===== config.mk =====
export PLATFORM = sky130hd
export DESIGN_NAME = serial_compare_ctrl
export DESIGN_NICKNAME = d
export VERILOG_FILES = /design/src/rtl/serial_compare_ctrl.sv
export SDC_FILE = /design/constraint.sdc
export NUM_CORES = 1
export LEC_CHECK = 0
export ABC_AREA = 1
export CAP_MARGIN = 20
export CORE_ASPECT_RATIO = 1.1
export CORE_MARGIN = 3
export CORE_UTILIZATION = 30
export CTS_BUF_LIST = sky130_fd_sc_hd__clkbuf_8
export DETAILED_ROUTE_END_ITERATION = 12
export DONT_BUFFER_PORTS = 1
export GPL_TIMING_DRIVEN = 0
export PLACE_DENSITY = 0.45
export SETUP_SLACK_MARGIN = 0.4
export SYNTH_ARGS = -nofsm -noshare
export SYNTH_HDL_FRONTEND = slang
export SYNTH_SLANG_ARGS = --single-unit

===== constraint.sdc =====
create_clock -name clk -period 2.28 [get_ports clk]
set_input_delay 0.456 -clock clk [delete_from_list [all_inputs] [get_ports clk]]
set_output_delay 0.456 -clock clk [all_outputs]
set_load 0.1 [all_outputs]

===== src/rtl/serial_compare_ctrl.sv =====
// Bit-serial magnitude compare sequencer: walks two operands MSB-first through an
// external 1-bit comparator. Optional early exit on first difference: SERIAL_CMP_EARLY_EXIT_EN.
module serial_compare_ctrl #(
  parameter int unsigned WIDTH = 8
) (
  input  logic             clk,
  input  logic             rst_n,
  input  logic             start,
  input  logic [WIDTH-1:0] a,
  input  logic [WIDTH-1:0] b,
  output logic             cmp_a,
  output logic             cmp_b,
  input  logic             cmp_f1,
  input  logic             cmp_f2,
  input  logic             cmp_f3,
  output logic             busy,
  output logic             done,
  output logic             gt,
  output logic             eq,
  output logic             lt,
  output logic             err
);

  localparam int unsigned IDX_W = (WIDTH > 1) ? $clog2(WIDTH) : 1;

  typedef enum logic [1:0] {
    IDLE,
    SCAN,
    DONE
  } state_t;

  state_t           state;
  logic [WIDTH-1:0] a_r;
  logic [WIDTH-1:0] b_r;
  logic [IDX_W-1:0] idx;
  logic             decided;
  logic             pend_gt;
  logic             pend_lt;

  logic one_hot;
  logic decided_n;
  logic pend_gt_n;
  logic pend_lt_n;
  logic err_n;
  logic scan_exit;

  // Comparator is fed straight from the operand registers while scanning.
  assign cmp_a = (state == SCAN) ? a_r[idx] : 1'b0;
  assign cmp_b = (state == SCAN) ? b_r[idx] : 1'b0;

  // Fold the current comparator sample into the running decision.
  always_comb begin
    one_hot   = 1'b0;
    decided_n = decided;
    pend_gt_n = pend_gt;
    pend_lt_n = pend_lt;
    err_n     = err;
    scan_exit = 1'b0;
    case ({cmp_f1, cmp_f2, cmp_f3})
      3'b100, 3'b010, 3'b001: one_hot = 1'b1;
      default:                one_hot = 1'b0;
    endcase
    if (!one_hot) begin
      err_n     = 1'b1;
      decided_n = 1'b1;
    end else if (!decided) begin
      if (cmp_f1) begin
        pend_gt_n = 1'b1;
        decided_n = 1'b1;
      end else if (cmp_f3) begin
        pend_lt_n = 1'b1;
        decided_n = 1'b1;
      end
    end
`ifdef SERIAL_CMP_EARLY_EXIT_EN
    scan_exit = (idx == '0) || decided_n;
`else
    scan_exit = (idx == '0);
`endif
  end

  // Sequencer: operand capture, per-bit scan, result load and completion pulse.
  always_ff @(posedge clk or negedge rst_n) begin
    if (!rst_n) begin
      state   <= IDLE;
      a_r     <= '0;
      b_r     <= '0;
      idx     <= '0;
      decided <= 1'b0;
      pend_gt <= 1'b0;
      pend_lt <= 1'b0;
      busy    <= 1'b0;
      done    <= 1'b0;
      gt      <= 1'b0;
      eq      <= 1'b0;
      lt      <= 1'b0;
      err     <= 1'b0;
    end else begin
      done <= 1'b0;
      case (state)
        IDLE: begin
          if (start) begin
            a_r     <= a;
            b_r     <= b;
            idx     <= IDX_W'(WIDTH - 1);
            decided <= 1'b0;
            pend_gt <= 1'b0;
            pend_lt <= 1'b0;
            gt      <= 1'b0;
            eq      <= 1'b0;
            lt      <= 1'b0;
            err     <= 1'b0;
            busy    <= 1'b1;
            state   <= SCAN;
          end
        end
        SCAN: begin
          decided <= decided_n;
          pend_gt <= pend_gt_n;
          pend_lt <= pend_lt_n;
          err     <= err_n;
          if (scan_exit) begin
            gt    <= pend_gt_n && !err_n;
            lt    <= pend_lt_n && !err_n;
            eq    <= !pend_gt_n && !pend_lt_n && !err_n;
            busy  <= 1'b0;
            done  <= 1'b1;
            state <= DONE;
          end else begin
            idx <= idx - IDX_W'(1);
          end
        end
        DONE: begin
          state <= IDLE;
        end
        default: begin
          state <= IDLE;
        end
      endcase
    end
  end

endmodule


==> summary.txt <==
Drt first-iter violations: 26
HP Class: in -> reg
Commonest non-fill, non-tap cell in the layout: nand2_1
WHS Path Cells: 2
Crit path cell chain: buf_4 > inv_6 > o21ai_1 > nand2_1 > nor2_2 > nor2_4
Clock Pin Slew Worst Setup and Hold Paths: 0.06 ns
Placer Congestion: 0.735
Dpl cell area: 1570 um^2
Hold slack: 0.296 ns
Startpoint types: flip-flop
Crit Path Class: reg -> out
Total grt overflow: 0
Slowest library cell on the worst path: nor2_4
Area Overhead vs Synth: 19.3%
Max rail drop VDD: 0.594 mV
DPL Wire Length: 2.29 mm
Crit-path max FO: 10
Post-route DRC: 0
Lkg Pwr: 0.890 nW
Worst path depth: 6
Chip height: 79.8 um
Largest net degree at the start of global routing: 31
Finished Cell Area: 1770 um^2
DR WL/cell: 12.4 um
Synth unique cells: 19
Vias in the first global route: 1209
H-tree depth: 2
Post-Layout Cell Count: 253
Root Driver: clkbuf_8
PwrDens: 1580 nW/um^2
Placed Cells: 242
Setup TNS: 0 ns
Number of CTS-inserted buffers: 5
Seq cells post-synth: 30
Core area: 4720 um^2
RSZ-0062 raised after global routing: yes
Maxcap violations: 0
Share of layout cells above drive strength 1: 0.239
Synth top area cells: dfrtp_1 51%, nand2_1 16%, o21ai_0 5.4%
Status: completed
Ports: 30
Tmin final: 2.12 ns
Slew headroom: 0.402
Antenna cells: 0
Die area: 5840 um^2
Sequential area share after synthesis: 0.505
FP Rows: 26
Slew Viols, Final: 0
Die Wd: 73.1 um
Slew of the pin with the lowest slew margin: 0.897 ns
Nets: 222
Reg2Reg Depth: 4
Required time of the critical path: 1.82 ns
Clock tree buffer depth: 2
Setup crit end kind: output port
WP buf/inv: 2
Avg Cell Area, Syn: 7.99 um^2
Worst Path Arrival: 1.66 ns
Global Route Usage Sum: 0.122
Mapped Area: 1490 um^2
CTS tree: built
Fmax: 472 MHz
First-pass GRT wire length: 5.38 mm
Drt pass-1 iters: 4
Final Hold Fails: 0
Clk sinks: 30
Vias post-DR: 1180
Initial antenna violation count: 0
Antenna viol nets, final: 0
Most frequent cells in the layout: 61 x nand2_1, 28 x dfrtp_1, 16 x inv_1
Final Cycle Share: 0.929
PortBufs: 0
Top Family by Delay on Critical Path: simple AND/OR/NAND/NOR gates
Worst-Skew Late Latency: 0.27 ns
Synth warn: 0
DRT Wirelength: 3.14 mm
Starting density of the core: 0.315
Syn Nets: 210
Final setup fails: 0
Share of the synthesized area in the top cell type: 0.505
Clock skew: 0.00661 ns
Overall power: 2.80 mW
Cell taking the most area after synthesis: dfrtp_1
Post-DR vias/cell: 4.66
CP peak stage delay: 0.49 ns
Cell count after synthesis: 186
cell families (layout without fill, tap and decap cells):
logic type,count (synthesis),count (layout),share of synthesized area
simple gates,103,103,0.301
buf+inv,27,38,0.0842
flops,30,30,0.505
fa+ha+maj,2,2,0.0168
compound gates,24,24,0.0926
cell usage after synthesis (all sizes together):
cell type,instances
nand2,69
dfrtp,30
inv,22
nor2,22
o21ai,16
nand3,10
a21oi,4
buf,4
a21boi,2
ha,2
nand4,2
o21bai,2
clkinv,1
stage by stage:
step	setup WS (ns)	util
after floorplan	0.520	-
after global placement	0.344	0.333
after detailed placement	0.337	0.333
after CTS	0.124	0.362
after global routing	0.0769	0.376
final	0.161	0.376
routing by layer:
metal | GRT usage | routed length, um
met1 | 0.143 | 1430
met2 | 0.203 | 1530
met3 | 0.0340 | 112
met4 | 0.0554 | 59
met5 | 0 | 0
repair_timing:
item,CTS,global route
pin swaps,2,13
hold buffers,2,0
resized for setup,7,21
endpoints found under the setup margin,2,2
gates cloned,1,0
buffers inserted,1,1
endpoints found under the hold margin,30,0
where the power goes:
group / leakage (nW) / total [mW] / switching, mW / internal, mW
Combinational: 0.478 / 1.31 / 0.881 / 0.426
Clock: 0.0431 / 0.411 / 0.179 / 0.232
Sequential: 0.368 / 1.08 / 0.328 / 0.750
Total: 0.890 / 2.80 / 1.39 / 1.41
sequential cells by signal, indices dropped and copies added (netlist names):
name / count
eq: 1
a_r: 8
pend_lt: 1
decided: 1
b_r: 8
state: 2
lt: 1
pend_gt: 1
err: 1
done: 1
idx: 3
gt: 1
busy: 1
final cells by class:
type	count	area, um^2
Fill cell	487	2940
Sequential cell	30	753
Multi-Input combinational cell	129	671
Inverter	23	91.3
Clock buffer	6	82.6
Tap cell	56	70.1
Timing Repair Buffer	5	56.3
Buffer	4	48.8
path summary, 6_finish.rpt:
path | startpoint | endpoint | slack, ns
min | b[3] | b_r[3] | 0.30
min reg2reg | b_r[3] | b_r[3] | 0.47
max in group asynchronous | rst_n | idx[0] | 1.48
max | idx[0] | cmp_b | 0.16
max reg2reg | err | err | 0.76
min in group asynchronous | rst_n | state[0] | 0.63
worst register-to-register path, cell delays in order, from the launching register on:
cell and delay (ns):
dfrtp_1 0.92, inv_1 0.21, o21ai_0 0.21, nand2_1 0.08, inv_1 0.05
(Power assumes the default switching activity.)
